### src/rtl/ssemi_fir_coeff_ctrl_pkg.sv
// Shared types for the FIR coefficient-load controller.
// SSEMI_FIR_COEFF_SYM_EN selects symmetric (mirrored) tap writes.
package ssemi_fir_ctrl_pkg;

    localparam int unsigned NUM_TAPS_DEF = 64;
    localparam int unsigned COEFF_W_DEF  = 18;
    localparam int unsigned TIMEOUT_DEF  = 1024;
    localparam int unsigned TAP_IDX_W    = $clog2(NUM_TAPS_DEF);

    typedef logic [TAP_IDX_W-1:0]          tap_idx_t;
    typedef logic signed [COEFF_W_DEF-1:0] coeff_t;

    typedef enum logic [2:0] {
        ST_IDLE   = 3'd0,
        ST_DRAIN  = 3'd1,
        ST_LOAD   = 3'd2,
        ST_STROBE = 3'd3,
        ST_DONE   = 3'd4
    } ssemi_fir_ctrl_state_e;

    function automatic int sym_half(input int n);
        return (n + 1) / 2;
    endfunction

endpackage

### src/rtl/ssemi_fir_coeff_ctrl_if.sv
// Host-side tap-write / commit bundle of the coefficient controller.
// Unaffected by SSEMI_FIR_COEFF_SYM_EN.
interface ssemi_fir_coeff_ctrl_if #(
    parameter int NUM_TAPS    = 64,
    parameter int COEFF_WIDTH = 18
);
    localparam int AW = $clog2(NUM_TAPS);

    logic                   wr_en;
    logic [AW-1:0]          wr_addr;
    logic [COEFF_WIDTH-1:0] wr_data;
    logic                   commit;
    logic                   cmd_ready;

    modport master (
        output wr_en, wr_addr, wr_data, commit,
        input  cmd_ready
    );

    modport slave (
        input  wr_en, wr_addr, wr_data, commit,
        output cmd_ready
    );

endinterface

### src/rtl/ssemi_fir_coeff_bank.sv
// Shadow/active coefficient banks with written-mask and write decode.
// SSEMI_FIR_COEFF_SYM_EN: a write to tap k also fills tap NUM_TAPS-1-k.
module ssemi_fir_coeff_bank
    import ssemi_fir_ctrl_pkg::*;
#(
    parameter int NUM_TAPS    = 64,
    parameter int COEFF_WIDTH = 18
) (
    input  logic                                i_clk,
    input  logic                                i_rst_n,
    input  logic                                wr_en,
    input  logic [$clog2(NUM_TAPS)-1:0]         wr_addr,
    input  logic [COEFF_WIDTH-1:0]              wr_data,
    input  logic                                copy,
    input  logic                                mask_clr,
    output logic [NUM_TAPS-1:0][COEFF_WIDTH-1:0] active,
    output logic                                mask_full
);

    logic [NUM_TAPS-1:0][COEFF_WIDTH-1:0] shadow;
    logic [NUM_TAPS-1:0]                  mask;
    logic [NUM_TAPS-1:0]                  hit;

`ifdef SSEMI_FIR_COEFF_SYM_EN
    localparam int HALF = sym_half(NUM_TAPS);

    always_comb begin
        hit = '0;
        for (int i = 0; i < NUM_TAPS; i++) begin
            hit[i] = wr_en && (int'(wr_addr) < HALF) &&
                     ((int'(wr_addr) == i) ||
                      (int'(wr_addr) == NUM_TAPS - 1 - i));
        end
    end
`else
    // Out-of-range addresses match no tap and fall through silently.
    always_comb begin
        hit = '0;
        for (int i = 0; i < NUM_TAPS; i++) begin
            hit[i] = wr_en && (int'(wr_addr) == i);
        end
    end
`endif

    // Full flag already includes a write landing in the same cycle.
    assign mask_full = &(mask | hit);

    always_ff @(posedge i_clk or negedge i_rst_n) begin
        if (!i_rst_n) begin
            shadow <= '0;
            active <= '0;
            mask   <= '0;
        end else begin
            for (int i = 0; i < NUM_TAPS; i++) begin
                if (hit[i]) shadow[i] <= wr_data;
            end
            if (mask_clr) mask <= '0;
            else          mask <= mask | hit;
            if (copy) active <= shadow;
        end
    end

endmodule

### src/rtl/ssemi_fir_coeff_ctrl.sv
// FIR coefficient-load controller: commit FSM, drain timeout, status.
// SSEMI_FIR_COEFF_SYM_EN (bank decode) enables symmetric tap loading.
module ssemi_fir_coeff_ctrl
    import ssemi_fir_ctrl_pkg::*;
#(
    parameter int NUM_TAPS       = 64,
    parameter int COEFF_WIDTH    = 18,
    parameter int TIMEOUT_CYCLES = 1024
) (
    input  logic                                 i_clk,
    input  logic                                 i_rst_n,
    input  logic                                 i_enable,
    ssemi_fir_coeff_ctrl_if.slave                host,
    input  logic                                 i_fir_busy,
    input  logic                                 i_fir_coeff_ready,
    output logic [NUM_TAPS-1:0][COEFF_WIDTH-1:0] o_coeff,
    output logic                                 o_coeff_valid,
    output logic                                 o_hold,
    output logic                                 o_commit_done,
    output logic                                 o_loaded,
    output logic                                 o_err_incomplete,
    output logic                                 o_err_timeout,
    output logic [2:0]                           o_state
);

    localparam int CW = $clog2(TIMEOUT_CYCLES);
    localparam logic [CW-1:0] CNT_LAST = CW'(TIMEOUT_CYCLES - 1);

    ssemi_fir_ctrl_state_e state, state_nx;

    logic [CW-1:0] cnt;
    logic          wr_ok;
    logic          commit_req;
    logic          mask_full;
    logic          can_commit;
    logic          bank_ld;
    logic          drained;
    logic          copy;
    logic          hold_d;
    logic          valid_d;
    logic          done_d;

    assign wr_ok      = host.wr_en && (state == ST_IDLE);
    assign commit_req = host.commit && i_enable && (state == ST_IDLE);
    // After a disable the retained active bank may be reloaded as-is.
    assign can_commit = mask_full || (!o_loaded && bank_ld);
    assign drained    = !i_fir_busy && i_fir_coeff_ready;
    assign copy       = (state == ST_LOAD) && i_enable;

    assign host.cmd_ready = (state == ST_IDLE);
    assign o_state        = state;

    ssemi_fir_coeff_bank #(
        .NUM_TAPS    (NUM_TAPS),
        .COEFF_WIDTH (COEFF_WIDTH)
    ) u_bank (
        .i_clk     (i_clk),
        .i_rst_n   (i_rst_n),
        .wr_en     (wr_ok),
        .wr_addr   (host.wr_addr),
        .wr_data   (host.wr_data),
        .copy      (copy),
        .mask_clr  (done_d),
        .active    (o_coeff),
        .mask_full (mask_full)
    );

    always_comb begin
        state_nx = state;
        unique case (state)
            ST_IDLE:   if (commit_req && can_commit) state_nx = ST_DRAIN;
            ST_DRAIN: begin
                if (drained)              state_nx = ST_LOAD;
                else if (cnt == CNT_LAST) state_nx = ST_IDLE;
            end
            ST_LOAD:   state_nx = ST_STROBE;
            ST_STROBE: state_nx = ST_DONE;
            ST_DONE:   state_nx = ST_IDLE;
            default:   state_nx = ST_IDLE;
        endcase
        if (!i_enable) state_nx = ST_IDLE;
    end

    // Decoded from the next state so the flopped outputs align with it.
    always_comb begin
        hold_d  = state_nx inside {ST_DRAIN, ST_LOAD, ST_STROBE, ST_DONE};
        valid_d = (state_nx == ST_STROBE);
        done_d  = (state_nx == ST_DONE);
    end

    always_ff @(posedge i_clk or negedge i_rst_n) begin
        if (!i_rst_n) begin
            state         <= ST_IDLE;
            o_hold        <= 1'b0;
            o_coeff_valid <= 1'b0;
            o_commit_done <= 1'b0;
        end else begin
            state         <= state_nx;
            o_hold        <= hold_d;
            o_coeff_valid <= valid_d;
            o_commit_done <= done_d;
        end
    end

    always_ff @(posedge i_clk or negedge i_rst_n) begin
        if (!i_rst_n) begin
            cnt <= '0;
        end else if (state == ST_DRAIN) begin
            cnt <= cnt + CW'(1);
        end else begin
            cnt <= '0;
        end
    end

    always_ff @(posedge i_clk or negedge i_rst_n) begin
        if (!i_rst_n) begin
            o_loaded         <= 1'b0;
            o_err_incomplete <= 1'b0;
            o_err_timeout    <= 1'b0;
            bank_ld          <= 1'b0;
        end else begin
            if (done_d) begin
                o_loaded         <= 1'b1;
                o_err_incomplete <= 1'b0;
                o_err_timeout    <= 1'b0;
            end else begin
                if (commit_req && !can_commit) o_err_incomplete <= 1'b1;
                if (state == ST_DRAIN && state_nx == ST_IDLE && i_enable)
                    o_err_timeout <= 1'b1;
                if (!i_enable) o_loaded <= 1'b0;
            end
            if (copy) bank_ld <= 1'b1;
        end
    end

endmodule
### src/flat_wrapper.sv
// flat-port wrapper written by rule: the top's interface ports become plain ports
module ssemi_fir_coeff_ctrl_flat import ssemi_fir_ctrl_pkg::*;
#(
    parameter int NUM_TAPS       = 64,
    parameter int COEFF_WIDTH    = 18,
    parameter int TIMEOUT_CYCLES = 1024
)
  (i_clk, i_rst_n, i_enable, i_fir_busy, i_fir_coeff_ready, o_coeff, o_coeff_valid, o_hold, o_commit_done, o_loaded, o_err_incomplete, o_err_timeout, o_state, host_wr_en, host_wr_addr, host_wr_data, host_commit, host_cmd_ready);
  ssemi_fir_coeff_ctrl_if #(.NUM_TAPS(NUM_TAPS), .COEFF_WIDTH(COEFF_WIDTH)) host_i ();
  input  logic i_clk;
  input  logic i_rst_n;
  input  logic i_enable;
  input  logic i_fir_busy;
  input  logic i_fir_coeff_ready;
  output logic [NUM_TAPS-1:0][COEFF_WIDTH-1:0] o_coeff;
  output logic o_coeff_valid;
  output logic o_hold;
  output logic o_commit_done;
  output logic o_loaded;
  output logic o_err_incomplete;
  output logic o_err_timeout;
  output logic [2:0] o_state;
  input wire logic [$bits(host_i.wr_en)-1:0] host_wr_en;
  input wire logic [$bits(host_i.wr_addr)-1:0] host_wr_addr;
  input wire logic [$bits(host_i.wr_data)-1:0] host_wr_data;
  input wire logic [$bits(host_i.commit)-1:0] host_commit;
  output wire logic [$bits(host_i.cmd_ready)-1:0] host_cmd_ready;
  assign host_i.wr_en = host_wr_en;
  assign host_i.wr_addr = host_wr_addr;
  assign host_i.wr_data = host_wr_data;
  assign host_i.commit = host_commit;
  assign host_cmd_ready = host_i.cmd_ready;
  ssemi_fir_coeff_ctrl #(.NUM_TAPS(NUM_TAPS), .COEFF_WIDTH(COEFF_WIDTH), .TIMEOUT_CYCLES(TIMEOUT_CYCLES)) u_core (.i_clk(i_clk), .i_rst_n(i_rst_n), .i_enable(i_enable), .host(host_i), .i_fir_busy(i_fir_busy), .i_fir_coeff_ready(i_fir_coeff_ready), .o_coeff(o_coeff), .o_coeff_valid(o_coeff_valid), .o_hold(o_hold), .o_commit_done(o_commit_done), .o_loaded(o_loaded), .o_err_incomplete(o_err_incomplete), .o_err_timeout(o_err_timeout), .o_state(o_state));
endmodule
### config.mk
export PLATFORM = sky130hd
export DESIGN_NAME = ssemi_fir_coeff_ctrl_flat
export DESIGN_NICKNAME = d
export VERILOG_FILES = /design/src/rtl/ssemi_fir_coeff_ctrl_pkg.sv /design/src/rtl/ssemi_fir_coeff_ctrl_if.sv /design/src/rtl/ssemi_fir_coeff_bank.sv /design/src/rtl/ssemi_fir_coeff_ctrl.sv /design/src/flat_wrapper.sv
export SDC_FILE = /design/constraint.sdc
export NUM_CORES = 2
export LEC_CHECK = 0
export ABC_AREA = 1
export CAP_MARGIN = 10
export CORE_ASPECT_RATIO = 0.6
export CORE_MARGIN = 3
export CORE_UTILIZATION = 28
export DETAILED_ROUTE_END_ITERATION = 8
export PLACE_DENSITY_LB_ADDON = 0.3
export SYNTH_ARGS = -nofsm -noshare
export SYNTH_HDL_FRONTEND = slang
export SYNTH_HIERARCHICAL = 1
export SYNTH_SLANG_ARGS = --single-unit
### constraint.sdc
create_clock -name i_clk -period 4.03 [get_ports i_clk]
set_input_delay 0.403 -clock i_clk [delete_from_list [all_inputs] [get_ports i_clk]]
set_output_delay 0.403 -clock i_clk [all_outputs]
set_load 0.02 [all_outputs]
# Word-level counts from Yosys, hierarchy flattened
# Index checks and enable logic that the tools add are counted.
[word_totals]
reg_bits = 2388
in_bits = 31
wordCells = 310
[classes]
add_sub_neg = 1
eq_ne = 72
mux = 13
n_bitwise = 1
reduce_logical = 85
[op_table]
columns = ["operator", "count"]
rows = [
  ["equality test 6 bit, second input constant", 32],
  ["equality test 6 x 5 -> 1 bit, second input constant", 16],
  ["logical AND 1 bit", 74],
  ["2-to-1 mux 64 bit", 1],
  ["OR 64 bit", 1],
  ["AND reduction 64 bit", 1],
  ["equality test 6 x 4 -> 1 bit, second input constant", 8],
  ["equality test 6 x 3 -> 1 bit, second input constant", 4],
  ["equality test 3 x 2 -> 1 bit, second input constant", 4],
  ["equality test 6 x 2 -> 1 bit, second input constant", 2],
  ["2-to-1 mux 3 bit", 4],
  ["case mux 3 bit (4 select lines)", 1],
  ["adder 10 x 1 -> 10 bit, second input constant", 1],
  ["equality test 10 bit, second input constant", 1],
  ["2-to-1 mux 10 bit", 1],
  ["equality test 3 x 1 -> 1 bit, second input constant", 2],
  ["equality test 6 x 1 -> 1 bit, second input constant", 1],
  ["logical NOT 3 bit", 2],
  ["logical NOT 6 bit", 1],
  ["2-to-1 mux 1 bit", 6],
  ["nonzero test 2 bit", 2],
  ["nonzero test 4 bit", 1],
  ["equality test 3 bit, second input constant", 1],
  ["logical NOT 1 bit", 3],
  ["other kinds (2)", 2],
]

# Longest topological paths before layout
[logic_depth]
ltp_word = 15
ltp_mapped = 23
ltp_nobuf = 21

# Hierarchy
# Netlist, hierarchy kept.
[by_module_without_submodules]
columns = ["module", "instances", "cells_per_inst", "area_each_um2", "seq_area_each_um2"]
rows = [
  ["ssemi_fir_coeff_bank", 1, 6821, 86036.3, 59256.8],
  ["ssemi_fir_coeff_ctrl", 1, 108, 935.9, 500.5],
]

# Worst setup path after synthesis
# Ideal clock, no wire load.
[synth_path]
path_type = "register to register"
from = "register u_core.state[2] (netlist: u_core/o_state[2])"
to = "register u_core.o_err_timeout"
setup_ns = 0.117
arrival_ns = 2.625
required_time_ns = 3.913
path_slack_ns = 1.288
path_stages_with_launch = 23
cell_sequence = "dfrtp_1 -> nor2_1 -> nand2_1 -> nor2_1 -> nand2_1 -> nor2_2 -> buf_6 -> nand2_1 -> buf_2 -> nand2_1 -> nand2_1 -> nor2_1 -> nand2_1 -> nor2_1 -> nand2_1 -> nor2_1 -> a21oi_1 -> nor2_1 -> nor2_1 -> nand2_1 -> nand2_1 -> nand4_1 -> nand2_1"
[synth_between]
elab_chain_cells = 14
elab_cells_between_ends = 85
cone_classes = "4 x eq/ne; 6 x mux; 1 x bitwise; 74 x reduce/logical"
[synth_rtl]
columns = ["element", "line_no", "source"]
rows = [
  ["start: declaration", "ssemi_fir_coeff_ctrl.sv:29", "ssemi_fir_ctrl_state_e state, state_nx;"],
  ["start signal: assignment", "ssemi_fir_coeff_ctrl.sv:98", "state <= state_nx;"],
  ["logical NOT 3 bit (*)", "ssemi_fir_coeff_ctrl.sv:43", "assign wr_ok = host.wr_en && (state == ST_IDLE);"],
  ["logical AND 1 bit (*)", "ssemi_fir_coeff_ctrl.sv:43", ""],
  ["named net u_core.wr_ok", "ssemi_fir_coeff_ctrl.sv:32", "logic wr_ok;"],
  ["logical AND 1 bit", "ssemi_fir_coeff_bank.sv:40", "hit[i] = wr_en && (int'(wr_addr) == i);"],
  ["OR 64 bit (*)", "ssemi_fir_coeff_bank.sv:46", "assign mask_full = &(mask | hit);"],
  ["AND reduction 64 bit (*)", "ssemi_fir_coeff_bank.sv:46", ""],
  ["named net u_core.mask_full", "ssemi_fir_coeff_ctrl.sv:34", "logic mask_full;"],
  ["logical OR 1 bit (*)", "ssemi_fir_coeff_ctrl.sv:46", "assign can_commit = mask_full || (!o_loaded && bank_ld);"],
  ["logical AND 1 bit (*)", "ssemi_fir_coeff_ctrl.sv:71", "ST_IDLE: if (commit_req && can_commit) state_nx = ST_DRAIN;"],
  ["2-to-1 mux 3 bit (*)", "ssemi_fir_coeff_ctrl.sv:71", ""],
  ["case mux 3 bit (4 select lines) (*)", "ssemi_fir_coeff_ctrl.sv:70", "unique case (state)"],
  ["2-to-1 mux 3 bit (*)", "ssemi_fir_coeff_ctrl.sv:81", "if (!i_enable) state_nx = ST_IDLE;"],
  ["logical NOT 3 bit", "ssemi_fir_coeff_ctrl.sv:128", "if (state == ST_DRAIN && state_nx == ST_IDLE && i_enable)"],
  ["logical AND 1 bit (2 in series)", "ssemi_fir_coeff_ctrl.sv:128", ""],
  ["nonzero test 2 bit (no line)", "-", ""],
  ["end signal: assignment", "ssemi_fir_coeff_ctrl.sv:119", "o_err_timeout <= 1'b0;"],
  ["end signal: assignment", "ssemi_fir_coeff_ctrl.sv:125", "o_err_timeout <= 1'b0;"],
  ["end signal: assignment", "ssemi_fir_coeff_ctrl.sv:129", "o_err_timeout <= 1'b1;"],
  ["end: declaration", "ssemi_fir_coeff_ctrl.sv:22", "output logic o_err_timeout,"],
]
# Mark *: on every way through the listed nets, which the timed path passes. The rest lies on a longest branch.
# A chain may end at the register's enable or synchronous reset.

# Worst setup path after layout
[layout_path]
from = "register u_core.state[0] (netlist: u_core/o_state[0])"
to = "register u_core.o_err_timeout"
# The elaborated chain is that of the path after synthesis.

==> impl_metrics.csv <==
group,metric,value,unit
clocking,cts_tree,"done",
floorplanning,start_util,28.3,%
worst_setup_path,ff2ff_path_depth,21,
detailed_routing,initialDrtViolationCount,4983,
sta,fin_hold_ws,0.107,ns
floorplanning,ioPinCount,1193,
power,power.density,535,nW/um^2
detailed_routing,drt-pass1-iter-count,5,
worst_setup_path,endpoint_kind,"register",
sta,tightestPinTransition,0.966,ns
clocking,clkTransAtPathRegs,0.06,ns
sta,setup_ws,0.610,ns
detailed_routing,wl_per_cell,24.3,um
sta,finalCritPeriodShare,84.9,%
sta,hold_viol_final,0,
sta,finalSetupViolations,0,
logic_synthesis,ys_warn_count,6,
clocking,numCtsBuffers,230,
worst_setup_path,crit_fanout,15,
placement,placed_area,104000,sq um
logic_synthesis,ys_types,31,
power,leakage,52.1,nW
layout,num-nets-final,8080,
clocking,htree_levels,4,
worst_setup_path,crit_end,"u_core/o_err_timeout",
clocking,clock_path_buffers,4,
global_route,grt_pass1_vias,57600,
job,max_cap_violations,0,
worst_setup_path,startpoint_type,"register",
global_route,grt_max_degree,135,
sta,slew_violations,0,
layout,stdcell_area,112000,sq um
detailed_routing,vias,57100,
sta,layout_min_cycle_time,3.42,ns
sta,setup_tns,0,ns
detailed_routing,vias_per_cell,4.61,
logic_synthesis,yosysSeqAreaShare,68.7,%
floorplanning,core_area,307000,sq um
detailed_routing,drcViolationCount,0,
logic_synthesis,avgSynthCellArea,12.6,sq um
power,ir_drop,0.343,mV
worst_setup_path,crit_start,"u_core/o_state[0]",
floorplanning,die-height,438,um
detailed_routing,wl,302,mm
worst_setup_path,r2r_start,"u_core/o_state[0]",
global_route,grt_antenna_before_repair,55,
floorplanning,die_w,726,um
global_route,grt_overflow,0,
worst_setup_path,r2r_setup_slack,0.61,ns
placement,gp_congestion,0.833,
logic_synthesis,netlist_area,87000,sq um
floorplanning,dieArea,318000,sq um
layout,syn2layout_area_growth,29.1,%
worst_setup_path,cp.arrival,4.18,ns
global_route,grt_usage,18.5,%
global_route,grt_pass1_wl,431,mm
placement,io_buffer_count,1192,
run_status,status,"finished clean",
logic_synthesis,synth_seq_cells,2388,
layout,layout-drive-gt1-share,21.3,%
worst_setup_path,crit_type,"register to register",
hold_path,hold_path_class,"input pin to async pin",
logic_synthesis,synth_fp_nets,6961,
detailed_routing,drt.antenna.violating_nets,0,
clocking,cts.sinks,2388,
worst_setup_path,cp_data_required_time,4.79,ns
worst_setup_path,r2r-end,"u_core/o_err_timeout",
floorplanning,row_count,157,
placement,dp_slack,0.540,ns
clocking,worstSkewPairLatency,0.89,ns
sta,rsz0062_at_grt,"false",
placement,dp_hpwl,203,mm
clocking,post_cts_resized,0,
clocking,postCtsHoldBufs,1,
logic_synthesis,syn_inst,6929,
clocking,cts-root-buf,"clkbuf_16",
sta,clock_skew,0.0427,ns
sta,fmax,0.292,GHz
sta,slew_headroom,35.6,%
clocking,cts_setup_buffers,0,
==> routing by layer <==
metal	track usage (%)	wire, um	part of all wire (%)
met2	29.0	138000	46
met1	26.1	137000	45
met5	0	33	0.011
met3	3.53	18400	6.1
met4	5.21	8070	2.7
==> synth_stat cells <==
library cell  instances  area [sq um]
a21oi_1             119           596
a31o_2                1          8.76
and3_1                1          6.26
buf_1                18          67.6
buf_2               116           581
buf_4                 6          45.0
buf_6                 4          45.0
clkbuf_1            359          1350
clkinv_2              1          5.00
dfrtp_1            2388         59800
ha_1                  1          12.5
inv_1               158           593
inv_2                 7          26.3
mux2_2             1098         12400
nand2_1            1333          5000
nand2_2               3          18.8
nand3_1               7          35.0
nand3_2               4          40.0
nand4_1               3          18.8
nor2_1              127           477
nor2_2                2          12.5
nor2_4                2          22.5
nor3_1                4          20.0
nor3_4                1          16.3
nor4_1                1          6.26
nor4_2                1          12.5
o211ai_1              1          7.51
o21ai_0            1146          5740
o21ai_1              14          70.1
o21bai_1              2          15.0
or2_2                 1          6.26
==> cell usage in the layout (no fill, tap or decap), drive strengths merged, types with 5 or more instances in the layout <==
cell	n
dfrtp	2388
nand2	1336
clkdlybuf4s50	1191
o21ai	1160
mux2	1098
clkbuf	323
buf	198
inv	180
nor2	131
a21oi	119
clkinv	49
diode	30
bufinv	22
clkinvlp	11
nand3	11
nor3	5
==> kinds of logic (layout without fill, tap and decap cells) <==
| family | Yosys count | after routing | synth area share [%] |
|---|---|---|---|
| compound gates | 1283 | 1283 | 7.40 |
| fa+ha+maj | 1 | 1 | 0.0144 |
| buf+inv | 669 | 1975 | 3.12 |
| flops | 2388 | 2388 | 68.7 |
| mux | 1098 | 1098 | 14.2 |
| other cells | 0 | 30 | 0 |
| simple gates | 1490 | 1490 | 6.55 |
==> per-stage QoR <==
step / cells / total power [mW] / utilization [%]
after global placement: 11900 / 37.5 / 33.9
after detailed placement: 11900 / 37.8 / 33.9
final: 12400 / 60.1 / 36.6
after floorplan: 6929 / 32.5 / -
after global routing: 12400 / 62.8 / 36.6
after CTS: 12400 / 60.9 / 36.6
==> worst min path at each step <==
stage / depth (start not counted) / endpoint / slack (ns)
2_1_floorplan: 0 / u_core/bank_ld / 0.11
3_3_place_gp: 1 / u_core/u_bank/active[1000] / 0.35
3_5_place_dp: 1 / u_core/u_bank/active[999] / 0.36
4_1_cts: 2 / u_core/u_bank/active[999] / 0.08
5_1_grt: 2 / u_core/u_bank/active[999] / 0.10
6_report: 2 / u_core/u_bank/active[999] / 0.11
==> flip-flops by register name (all words and copies together) (netlist names) <==
| signal | cells |
|---|---|
| u_core/o_commit_done | 1 |
| u_core/o_hold | 1 |
| u_core/o_err_incomplete | 1 |
| u_core/u_bank/mask | 64 |
| u_core/o_loaded | 1 |
| u_core/o_err_timeout | 1 |
| u_core/u_bank/shadow | 1152 |
| u_core/bank_ld | 1 |
| u_core/o_state | 3 |
| u_core/u_bank/active | 1152 |
| u_core/cnt | 10 |
| u_core/o_coeff_valid | 1 |
==> where the power goes <==
group          switching [mW]  internal (mW)
Clock                    9.68           13.2
Combinational            4.95           3.71
Sequential               1.72           26.8
Total                    16.3           43.7
==> critical path: stages, from the launching register on <==
cell and delay, ns:
dfrtp_1 0.40, inv_1 0.25, nand2_1 0.21, nor2_1 0.15, buf_4 0.19, nand2_2 0.08
nor2_4 0.37, nand2_1 0.14, nand2_1 0.10, nand2_1 0.05, nor2_1 0.08, nand2_1 0.07
nor2_1 0.13, nand2_1 0.12, nor2_1 0.31, a21oi_1 0.10, nor2_1 0.14, nor2_1 0.05
nand2_1 0.06, nand2_1 0.11, nand4_1 0.12, nand2_1 0.05
==> area by class of cell <==
class / instances / area, sq um
Fill cell: 29700 / 195000
Clock buffer: 323 / 6780
Timing Repair Buffer: 1390 / 14100
Inverter: 166 / 669
Tap cell: 4134 / 5170
Clock inverter: 96 / 1200
Sequential cell: 2388 / 59800
Antenna cell: 30 / 75.1
Multi-Input combinational cell: 3872 / 24600
Power figures use the tool's default switching activity.
